==> src/rtl/approx_pkg.sv <==
// Shared definitions for the approximate-adder arbiter: default sizes,
// FSM state encoding and error-monitor accumulator widths.
package approx_pkg;

   localparam int DEF_NREQ  = 4;
   localparam int DEF_WIDTH = 32;

   // Error-monitor accumulator widths (used when ERR_MONITOR_EN is defined)
   localparam int SAE_W = 48;
   localparam int CNT_W = 32;

   typedef enum logic [1:0] {
      IDLE = 2'd0,
      EVAL = 2'd1,
      RESP = 2'd2
   } state_t;

endpackage

==> src/rtl/rr_pick.sv <==
// Round-robin pick: first requester at or after (i_last+1) mod NREQ,
// searching upward with wrap. Purely combinational; o_gnt is zero and
// o_any low when no request is present.
module rr_pick #(
   parameter int NREQ = 4,
   parameter int IDW  = 2
) (
   input  logic [NREQ-1:0] i_req,
   input  logic [IDW-1:0]  i_last,
   output logic [NREQ-1:0] o_gnt,
   output logic [IDW-1:0]  o_idx,
   output logic            o_any
);

   // Scan offsets from farthest to nearest so the nearest match wins
   always_comb begin
      logic [IDW-1:0] cand;
      o_gnt = '0;
      o_idx = '0;
      o_any = 1'b0;
      cand  = '0;
      for (int k = NREQ; k >= 1; k--) begin
         cand = IDW'((int'(i_last) + k) % NREQ);
         if (i_req[cand]) begin
            o_gnt       = '0;
            o_gnt[cand] = 1'b1;
            o_idx       = cand;
            o_any       = 1'b1;
         end
      end
   end

endmodule

==> src/rtl/approx_add_arbiter.sv <==
// Round-robin sequencer sharing one external combinational approximate
// adder among NREQ requesters. Operands are latched on a request
// handshake, held on adder_a/adder_b for SETTLE_CYC cycles, then the
// adder result is returned with the requester id.
// Optional error monitor: define ERR_MONITOR_EN to add err_clr/err_cnt/
// err_sae/err_max_ae, comparing each captured sum against the exact sum.
//
// Handshakes: a transfer happens on a rising Clk edge where valid and
// ready are both high. req_ready is one-hot (or zero), asserted only in
// IDLE; rsp_valid/rsp_id/rsp_sum hold steady until rsp_ready is seen.
module approx_add_arbiter
   import approx_pkg::*;
#(
   parameter int NREQ       = DEF_NREQ,
   parameter int WIDTH      = DEF_WIDTH,
   parameter int SETTLE_CYC = 1,
   parameter int IDW        = $clog2(NREQ)
) (
   input  logic                  Clk,
   input  logic                  Rst,
   input  logic [NREQ-1:0]       req_valid,
   output logic [NREQ-1:0]       req_ready,
   input  logic [NREQ*WIDTH-1:0] req_a,
   input  logic [NREQ*WIDTH-1:0] req_b,
   output logic [WIDTH-1:0]      adder_a,
   output logic [WIDTH-1:0]      adder_b,
   input  logic [WIDTH:0]        adder_sum,
   output logic                  rsp_valid,
   input  logic                  rsp_ready,
   output logic [IDW-1:0]        rsp_id,
   output logic [WIDTH:0]        rsp_sum,
`ifdef ERR_MONITOR_EN
   input  logic                  err_clr,
   output logic [CNT_W-1:0]      err_cnt,
   output logic [SAE_W-1:0]      err_sae,
   output logic [WIDTH:0]        err_max_ae,
`endif
   output state_t                dbg_state
);

   localparam logic [3:0] CNT_LAST = 4'(SETTLE_CYC - 1);

   state_t           r_state;
   logic [WIDTH-1:0] r_a;
   logic [WIDTH-1:0] r_b;
   logic [3:0]       r_cnt;
   logic [IDW-1:0]   r_id;
   logic [IDW-1:0]   r_last;

   logic [NREQ-1:0]  w_gnt;
   logic [IDW-1:0]   w_idx;
   logic             w_any;

   rr_pick #(
      .NREQ (NREQ),
      .IDW  (IDW)
   ) u_pick (
      .i_req  (req_valid),
      .i_last (r_last),
      .o_gnt  (w_gnt),
      .o_idx  (w_idx),
      .o_any  (w_any)
   );

   // Offer the pick only when idle and out of reset; a handshake is then w_any
   assign req_ready = (r_state == IDLE && !Rst) ? w_gnt : '0;
   assign adder_a   = r_a;
   assign adder_b   = r_b;
   assign dbg_state = r_state;

   // Main sequencer: grant, hold operands for the settle time, return result
   always_ff @(posedge Clk) begin
      if (Rst) begin
         r_state   <= IDLE;
         r_a       <= '0;
         r_b       <= '0;
         r_cnt     <= '0;
         r_id      <= '0;
         r_last    <= IDW'(NREQ - 1);
         rsp_valid <= 1'b0;
         rsp_id    <= '0;
         rsp_sum   <= '0;
      end else begin
         case (r_state)
            IDLE: begin
               if (w_any) begin
                  r_a     <= req_a[int'(w_idx)*WIDTH +: WIDTH];
                  r_b     <= req_b[int'(w_idx)*WIDTH +: WIDTH];
                  r_id    <= w_idx;
                  r_last  <= w_idx;
                  r_cnt   <= '0;
                  r_state <= EVAL;
               end
            end
            EVAL: begin
               if (r_cnt == CNT_LAST) begin
                  rsp_sum   <= adder_sum;
                  rsp_id    <= r_id;
                  rsp_valid <= 1'b1;
                  r_state   <= RESP;
               end else begin
                  r_cnt <= r_cnt + 4'd1;
               end
            end
            RESP: begin
               if (rsp_ready) begin
                  rsp_valid <= 1'b0;
                  r_state   <= IDLE;
               end
            end
            default: r_state <= IDLE;
         endcase
      end
   end

`ifdef ERR_MONITOR_EN
   logic [WIDTH:0]   w_ex;
   logic [WIDTH:0]   w_ae;
   logic             w_cap;
   logic [SAE_W:0]   w_sae_sum;
   logic [CNT_W-1:0] r_err_cnt;
   logic [SAE_W-1:0] r_err_sae;
   logic [WIDTH:0]   r_err_max;

   assign w_ex      = {1'b0, r_a} + {1'b0, r_b};
   assign w_ae      = (adder_sum >= w_ex) ? (adder_sum - w_ex) : (w_ex - adder_sum);
   assign w_cap     = (r_state == EVAL) && (r_cnt == CNT_LAST);
   assign w_sae_sum = {1'b0, r_err_sae} + (SAE_W+1)'(w_ae);

   // Accumulate error statistics at each sum capture; clear wins over update
   always_ff @(posedge Clk) begin
      if (Rst || err_clr) begin
         r_err_cnt <= '0;
         r_err_sae <= '0;
         r_err_max <= '0;
      end else if (w_cap) begin
         if (w_ae != '0) r_err_cnt <= r_err_cnt + 1'b1;
         r_err_sae <= w_sae_sum[SAE_W] ? '1 : w_sae_sum[SAE_W-1:0];
         if (w_ae > r_err_max) r_err_max <= w_ae;
      end
   end

   assign err_cnt    = r_err_cnt;
   assign err_sae    = r_err_sae;
   assign err_max_ae = r_err_max;
`endif

endmodule

==> config.mk <==
export PLATFORM = sky130hd
export DESIGN_NAME = approx_add_arbiter
export DESIGN_NICKNAME = d
export VERILOG_FILES = /design/src/rtl/approx_pkg.sv /design/src/rtl/rr_pick.sv /design/src/rtl/approx_add_arbiter.sv
export SDC_FILE = /design/constraint.sdc
export NUM_CORES = 1
export LEC_CHECK = 0
export CORE_AREA = 3 3 157 159
export CTS_BUF_LIST = sky130_fd_sc_hd__clkbuf_4
export DETAILED_ROUTE_END_ITERATION = 7
export DIE_AREA = 0 0 160 162
export GPL_TIMING_DRIVEN = 0
export HOLD_SLACK_MARGIN = 0.1
export PLACE_DENSITY_LB_ADDON = 0.1
export RECOVER_POWER = 25
export SETUP_SLACK_MARGIN = 0.02
export SLEW_MARGIN = 20
export SYNTH_ARGS = -nofsm -noshare
export SYNTH_HDL_FRONTEND = slang
export SYNTH_HIERARCHICAL = 1
export SYNTH_SLANG_ARGS = --single-unit
==> constraint.sdc <==
create_clock -name Clk -period 4 [get_ports Clk]
set_input_delay 1 -clock Clk [delete_from_list [all_inputs] [get_ports Clk]]
set_output_delay 1 -clock Clk [all_outputs]
set_load 0.01 [all_outputs]
==> reports/results.ini, run 1 <==
[status]
status=complete, no violations

[power_and_ir_drop]
ir_drop_uv=154
combinationalPowerShare_pct=55.4
swShare_pct=35.8
leakage_nw=3.79
power_frac_seq_pct=31.7
power_density_nw_per_um2=424
p_total_mw=4.46
switching_power_mw=1.60
clock_power_share_pct=12.9
power.internal_mw=2.87

[cells_and_area]
layout.nets=1238
area_growth_pct=79.9
fillers=2272
drive_gt1_share_pct=14.4
fin_util_pct=44.9
design_area_um2=10500
layout_commonest_cell=clkdlybuf4s50_1
final_cell_mix=383 x clkdlybuf4s50_1, 108 x dfxtp_1, 65 x mux4_2

[hold_path]
whs_path_depth=2
min_path_type=reg -> reg

[route]
postRouteWirelength_um=27500
drtPass1Iterations=5
wl_per_cell_um=21.8
vias_per_cell=4.85
drc=0
antenna_left=0
drtIter0Drc=331
num_vias=6116

[sta]
min_period_ns=3.92
period_share_pct=98.0
finalHoldViolCount=0
fin_skew_ns=0.0391
rsz0062_at_grt=true
slew-limit-headroom_pct=31.6
worst_slew_pin_slew_ns=1.03
timing.hold.ws_ns=0.484
fmax_ghz=0.255
finalSetupViolCount=0
layout_setup_ws_ns=0.0815
report.final.slew_viol_count=0

[setup_path]
cp_num_buf_inv=3
crit_path_max_fanout=3
path_cells=clkdlybuf4s50_1 > or3b_1 > a211oi_4 > buf_4 > o21ai_0 > a32oi_1 > and2_1 > clkdlybuf4s15_2
cp_num_cells=8
slowest_delay_ns=0.43
cp-end-kind=primary output
critical_path_class=in -> out
start_kind=primary input
cpMaxStageDelayCell=clkdlybuf4s50_1
worst_ep_required_time_ns=3.00
cpLargestDelayFamily=buffers and inverters
reg2reg_depth=12
crit_arrival_ns=2.92

[die]
die_y_um=162
die-area_um2=25900
fp.dieW_um=160
initial_core_util_pct=25.0
rows=56
coreArea_um2=23400
ios=402

[synthesis]
syn_inst=515
ys_ff_latch=110
yosys_warnings=6
ys_types=50
syn_area_um2=5850
syn_avg_cell_area_um2=11.4
synth_top_area_share_pct=37.7
synth_edf_count=0
synth_ff_type=dfxtp_1
synth-async-reset-ratio_pct=0
syn-num-nets=819
yosys.area.top_type=dfxtp_1
ys_seq_area_share_pct=37.7
synth.area.top_cells=dfxtp_1 38%, mux4_2 25%, a22o_1 9.6%

[cts]
htreeDepth=3
clkLatencyLatePin_ns=0.51
path_clk_slew_ns=0.17
ctsHoldBuffers=0
numCtsBuffers=9
cts-root-buf=clkbuf_4
cts_tree=yes
cts_buffer_depth=2
cts_sinks=110

[grt]
grt_max_degree=21
grt_overflow=0
grt_pass1_vias=6196
grt_pass1_wl_um=40500
grt_usage_pct=20.4
antenna_found_initial=6

[placement]
dp_hpwl_um=21900
placed_area_um2=10200
port_buffers=400
dp_slack_ns=-0.426
gp_congestion=0.801

[run]
maxCapViolations=0

sequential cells by signal (all words and copies together), names as in the netlist:
signal	count
r_cnt	4
adder_a	32
adder_b	32
r_last	2
rsp_valid	1
rsp_id	2
r_id	2
dbg_state	2
rsp_sum	33
cell usage after synthesis, types with 2 or more instances:
library cell	count
mux4_2	64
o21ai_0	45
nand3_1	38
nand2b_1	2
a21oi_1	49
a22o_1	64
ha_1	8
o211ai_1	2
a2111oi_2	2
nor2_1	5
dfxtp_1	110
or3_1	2
mux2_2	2
a2111oi_0	2
nor3b_1	3
buf_6	3
clkbuf_1	28
nand2_1	7
nor2b_1	3
a32oi_1	4
buf_4	9
and2_1	5
inv_1	12
a211oi_1	2
or3b_1	2
buf_2	15
mux4_1	2
mux2i_1	3
worst paths after layout:
check	from	end	slack, ns
setup / recovery	req_valid[3]	req_ready[2]	0.08
hold / removal	rsp_sum[21]$_SDFFE_PP0P_	rsp_sum[21]$_SDFFE_PP0P_	0.48
setup reg to reg	r_last[1]$_SDFFE_PP1P_	adder_a[26]$_SDFFE_PP0P_	0.45
hold reg to reg	rsp_sum[21]$_SDFFE_PP0P_	rsp_sum[21]$_SDFFE_PP0P_	0.48
through the flow:
stage	TNS [ns]	std cells
6_report	0	1262
5_1_grt	0	1262
4_1_cts	0	1256
3_5_place_dp	-7.84	1234
3_3_place_gp	-7.99	1234
2_1_floorplan	0	515
power groups by stage:
stage / logic, mW / clock network (mW) / registers, mW
final: 2.47 / 0.576 / 1.41
after global routing: 2.65 / 0.648 / 1.44
after CTS: 2.49 / 0.613 / 1.42
after detailed placement: 2.43 / 0 / 1.45
after global placement: 2.45 / 0 / 1.44
after floorplan: 1.25 / 0 / 1.53
cell families (layout without fill, tap and decap cells):
kind of cell             count (synthesis)  in the layout  synth area share, %
AO/OA/AOI/OAI                          179            179                 20.9
adder cells (fa/ha/maj)                  8              8                 1.71
buffers and inverters                   69            493                 5.73
flip-flops                             110            110                 37.7
multiplexers                            71             71                 26.4
other                                    0              4                    0
AND/OR/NAND/NOR                         78             78                 7.55
area by class of cell:
| type | instances | area (µm²) | share of cell area (%) |
|---|---|---|---|
| clock inverters | 7 | 63.8 | 0.607 |
| flip-flops and latches | 110 | 2210 | 21.0 |
| clock buffers | 9 | 67.6 | 0.642 |
| plain buffers | 56 | 302 | 2.87 |
| multi-input cells | 336 | 3340 | 31.8 |
| diodes | 4 | 10.0 | 0.0952 |
| inverters | 13 | 52.6 | 0.500 |
| well taps | 319 | 399 | 3.80 |
| repair buffers | 408 | 4070 | 38.7 |
repair_timing:
action                                  in CTS  in global routing
endpoints found under the setup margin      13                  4
gates cloned                                 0                  0
resized for setup                           24                 10
pin swaps                                    2                  4
setup buffers                                6                  2
hold endpoints to repair                     0                  0
routing by layer:
metal,wire length [µm],vias up,GRT usage [%]
li1,-,2879,-
met1,11000,2968,24.5
met2,13600,239,34.6
met3,2440,26,7.88
met4,421,4,5.25
met5,25,-,0
tightest hold or removal path, delay by kind of cell, from the launching register on:
family         cells  cell delay, ns
flip-flops         1            0.34
AO/OA/AOI/OAI      2            0.12
Note: power is estimated with default switching activity, not from simulation.
==> run 2: changes to the inputs <==
DONT_BUFFER_PORTS = 1   (was not set)
MAX_ROUTING_LAYER = met4   (was not set)
==> run 2 against run 1 <==
Combinational power down 36%; highest routed layer is now met4; wire length is 14% lower; global-route usage is 2.6 points lower; largest cell class is now multi-input combinational cells; worst setup slack better by 0.14 ns; clock skew shrank 0.011 ns; die area unchanged; critical path type is now reg -> out; clock power is 2% lower; register-to-register slack worse by 0.14 ns; sequential share of layout area up 13 points; total power fell by 16%.
==> reports/results.ini, run 2 (synthesized netlist as in run 1, its figures left out) <==
[hold_path]
whs_path_depth=2
min_path_type=reg -> reg
min_from=r_id[0]$_SDFFE_PP0P_
min_to=r_id[0]$_SDFFE_PP0P_

[cts]
numCtsBuffers=9
cts-root-buf=clkbuf_4
cts_tree=yes
htreeDepth=3
cts_buffer_depth=2
clkLatencyLatePin_ns=0.48
path_clk_slew_ns=0.16
cts_sinks=110

[route]
drtIter0Drc=274
drtPass1Iterations=4
antenna_left=0
wl_per_cell_um=27.6
vias_per_cell=5.50
postRouteWirelength_um=23700
drc=0
num_vias=4721

[setup_path]
crit_arrival_ns=2.78
worst_ep_required_time_ns=3.00
start_kind=register
reg2reg_depth=12
rr_startpoint=r_last[0]$_SDFFE_PP1P_
slowest_delay_ns=0.43
crit_path_max_fanout=10
path_cells=buf_6 > clkinvlp_4 > ha_1 > buf_4 > mux2_2 > a211oi_4 > o21ai_0 > a32oi_1 > and2_1
reg2reg_slack_ns=0.31
r2r_end=adder_a[20]$_SDFFE_PP0P_
critical_path_class=reg -> out
cpMaxStageDelayCell=dfxtp_4
cp-end-kind=primary output

[cells_and_area]
area_growth_pct=10.1
multi_input_area_um2=3340
layout.nets=831
fillers=2520
layout_commonest_cell=dfxtp_1
drive_gt1_share_pct=22.2
top_register=rsp_sum
seqCellArea_um2=2210
final_cell_mix=108 x dfxtp_1, 64 x mux4_2, 64 x a22o_1
fin_util_pct=27.5
largest_reg_flops=33
design_area_um2=6440

[placement]
dp_hpwl_um=18800
dp_slack_ns=-0.146
gp_congestion=0.858
placed_area_um2=6250
port_buffers=0

[die]
die_y_um=162
ios=402
fp.dieW_um=160
initial_core_util_pct=25.0
rows=56
coreArea_um2=23400
die-area_um2=25900

[power_and_ir_drop]
ir_drop_uv=155
leakage_nw=2.18
power.internal_mw=2.27
clock_power_share_pct=15.1
combinationalPowerShare_pct=42.4
swShare_pct=39.2
switching_power_mw=1.46
power_density_nw_per_um2=580
power_frac_seq_pct=42.5

[sta]
layout_setup_ws_ns=0.221
min_period_ns=3.78
finalSetupViolCount=0
rsz0062_at_grt=false
fin_skew_ns=0.0284
period_share_pct=94.5
report.final.slew_viol_count=0
slew-limit-headroom_pct=44.7
worst_slew_pin_slew_ns=0.830
tns_ns=0
finalHoldViolCount=0
fmax_ghz=0.265

[grt]
grt_pass1_vias=4948
grt_usage_pct=17.9
grt_max_degree=20
grt_pass1_wl_um=33800
antenna_found_initial=7
grt_overflow=0

[run]
maxCapViolations=0

[status]
status=complete, no violations

==> run 2: cell count changes in the layout (fill, tap and decap cells not counted), moves of 2 or more <==
cell,previous run,this run
o21ai_1,2,0
clkbuf_1,30,34
clkdlybuf4s15_2,4,0
diode_2,4,7
buf_4,15,9
o21ai_0,43,45
dlygate4sd3_1,12,0
clkdlybuf4s50_1,383,0
buf_2,13,9
==> run 2: final cells by class <==
cell class,count,share of cell area [%]
multi-input cells,336,51.9
flip-flops and latches,110,34.3
well taps,319,6.20
plain buffers,56,4.39
clock buffers,10,1.17
clock inverters,6,0.816
inverters,13,0.816
diodes,7,0.272
repair buffers,1,0.117
==> run 2: layer usage <==
layer  routed length (µm)  vias to the layer above  GRT usage, %
met5                    0                        -             -
met4                  218                        0          4.62
met3                 2530                        9          7.09
met2                11900                      267          28.9
met1                 9020                     2373          20.9
li1                     -                     2072             -
==> run 2: worst max-delay path, delay by kind of cell (launching register included) <==
family                     cells  cell delay [ns]
buffers and inverters          3             0.44
muxes                          1             0.38
and+or+nand+nor                1             0.20
adders and majority gates      1             0.28
AOI/OAI and AO/OA              3             0.60
DFF                            1             0.43
==> run 2: what timing repair did <==
item / CTS / global route
endpoints found under the setup margin: 13 / 5
gates resized for setup: 7 / 4
hold endpoints to repair: 0 / 0
setup buffers: 1 / 0
pin swaps: 0 / 2
hold buffers: 0 / 0
==> run 2: worst max-delay path by stage <==
stage / from / end / slack, ns / cells past startpoint
floorplan: r_last[0]$_SDFFE_PP1P_ / adder_a[0]$_SDFFE_PP0P_ / 0.73 / 12
CTS: r_last[0]$_SDFFE_PP1P_ / req_ready[1] / 0.07 / 9
detailed placement: r_last[0]$_SDFFE_PP1P_ / adder_a[20]$_SDFFE_PP0P_ / -0.15 / 12
global route: r_last[0]$_SDFFE_PP1P_ / req_ready[2] / 0.04 / 9
finish: r_last[0]$_SDFFE_PP1P_ / req_ready[2] / 0.22 / 9
global placement: r_last[0]$_SDFFE_PP1P_ / adder_a[20]$_SDFFE_PP0P_ / -0.09 / 12
==> run 2: metrics by stage <==
| stage | hold WS (ns) | std cells | power [mW] |
|---|---|---|---|
| global placement | 0.476 | 834 | 3.18 |
| detailed placement | 0.477 | 834 | 3.20 |
| CTS | 0.498 | 851 | 3.80 |
| global route | 0.497 | 858 | 3.98 |
| finish | 0.490 | 858 | 3.74 |
| floorplan | 0.437 | 515 | 2.78 |
==> run 2: power groups by stage <==
| stage | combinational, mW | clock [mW] | sequential [mW] |
|---|---|---|---|
| finish | 1.58 | 0.566 | 1.59 |
| global route | 1.73 | 0.640 | 1.61 |
| CTS | 1.61 | 0.602 | 1.59 |
| detailed placement | 1.58 | 0 | 1.62 |
| global placement | 1.56 | 0 | 1.62 |
| floorplan | 1.25 | 0 | 1.53 |
==> run 3: changes to the inputs <==
--- a/config.mk
+++ b/config.mk
@@ -11,5 +11,4 @@
 export DIE_AREA = 0 0 160 162
 export DONT_BUFFER_PORTS = 1
-export GPL_TIMING_DRIVEN = 0
 export HOLD_SLACK_MARGIN = 0.1
 export MAX_ROUTING_LAYER = met4
==> constraint.sdc (replaced) <==
create_clock -name Clk -period 4 [get_ports Clk]
set_input_delay 1 -clock Clk [delete_from_list [all_inputs] [get_ports Clk]]
set_output_delay 1 -clock Clk [all_outputs]
set_load 0.02 [all_outputs]
==> run 3 against run 2 <==
The flow now finishes with violations (capacitance limit, slew limit); flip-flop and latch count unchanged; critical path type unchanged; via count down 3.6%; design area fell by 3.0%; wire length decreased by 8.3%; non-clock buffer count fell by 45; worst setup slack worse by 0.0087 ns; count of clock-buffer cells in the layout unchanged; cell count shrank 5.6%.
==> reports/results.ini, run 3 (synthesized netlist as in run 1, its figures left out) <==
[status]
status=finished with violations
violations=capacitance limit, slew limit

[cts]
path_clk_slew_ns=0.17
cts_setup_buffers=0
htreeDepth=3
ctsHoldBuffers=0
clkLatencyLatePin_ns=0.48
numCtsBuffers=9
cts_tree=yes
cts_sinks=110
cts_buffer_depth=2
cts-root-buf=clkbuf_4

[die]
coreArea_um2=23400
ios=402
die_y_um=162
initial_core_util_pct=25.0
fp.dieW_um=160
die-area_um2=25900
rows=56

[sta]
finalSetupViolCount=0
slew-limit-headroom_pct=-20.7
layout_setup_ws_ns=0.212
min_period_ns=3.79
fin_skew_ns=0.0284
period_share_pct=94.7
finalHoldViolCount=0
fmax_ghz=0.264
worst_slew_pin_slew_ns=1.81
report.final.slew_viol_count=82
rsz0062_at_grt=false
tns_ns=0

[route]
antenna_left=0
vias_per_cell=5.62
wl_per_cell_um=26.8
postRouteWirelength_um=21700
num_vias=4553
drtIter0Drc=331
drtPass1Iterations=5
drc=0

[setup_path]
worst_ep_required_time_ns=3.00
crit_path_max_fanout=9
cp-end-kind=primary output
crit_arrival_ns=2.79
critical_path_class=reg -> out
start_kind=register

[grt]
grt_overflow=0
grt_pass1_wl_um=31400
grt_max_degree=65
grt_pass1_vias=4599
antenna_found_initial=5
grt_usage_pct=16.2

[cells_and_area]
fin_cells=810
seqCellArea_um2=2200
multi_input_area_um2=3370
drive_gt1_share_pct=21.8
layout.nets=786
largest_reg_flops=33
area_growth_pct=6.83
fin_util_pct=26.7
top_register=rsp_sum
layout_commonest_cell=dfxtp_1
final_cell_mix=110 x dfxtp_1, 64 x mux4_2, 64 x a22o_1
design_area_um2=6250
fillers=2484

[placement]
dp_slack_ns=0.661
gp_congestion=0.809
dp_hpwl_um=16200
port_buffers=0
dp.cells=790
placed_area_um2=6100

[power_and_ir_drop]
leakage_nw=2.09
power_density_nw_per_um2=598
ir_drop_uv=300

[hold_path]
min_path_type=reg -> reg

[run]
maxCapViolations=2

-- run 3: path summary, 6_finish.rpt --
check	start	end	slack [ns]	cells after the start
max	r_last[0]$_SDFFE_PP1P_	req_ready[1]	0.21	7
min reg2reg	r_id[0]$_SDFFE_PP0P_	r_id[0]$_SDFFE_PP0P_	0.47	2
min	r_id[0]$_SDFFE_PP0P_	r_id[0]$_SDFFE_PP0P_	0.47	2
max reg2reg	r_last[0]$_SDFFE_PP1P_	adder_a[3]$_SDFFE_PP0P_	0.74	9
-- run 3: per-layer routing --
metal	GRT usage [%]	share of wire, %
met1	18.0	36
met2	27.3	52
met3	6.32	10
met4	4.18	1.1
met5	-	0
-- run 3: cell type report --
cell class,instances,area share [%]
multi-input cells,336,54.0
flip-flops and latches,110,35.3
well taps,319,6.39
repair buffers,12,1.52
clock buffers,10,1.20
inverters,13,0.781
clock inverters,5,0.681
diodes,5,0.200
-- run 3: power by group --
group,internal [mW],total [mW],switching [mW]
clock,0.139,0.542,0.403
combinational,0.787,1.47,0.682
sequential,1.31,1.73,0.420
-- run 3: timing repair --
action                                  CTS  global route
endpoints found under the setup margin    0             4
hold endpoints to repair                  0             0
resized for setup                         0             3
-- run 3: metrics by stage --
stage | hold WS [ns] | power [mW]
after floorplan | 0.437 | 2.93
after global placement | 0.441 | 3.23
after detailed placement | 0.444 | 3.24
after CTS | 0.466 | 3.81
after global routing | 0.471 | 3.98
final | 0.467 | 3.74
-- run 3: worst max-delay path, stage by stage, from the launching register on --
cell and delay [ns]:
dfxtp_1 0.36, inv_1 0.14, ha_2 0.48, mux2_2 0.38, a211oi_2 0.28, o21ai_0 0.20
a32oi_1 0.21, and2_1 0.26
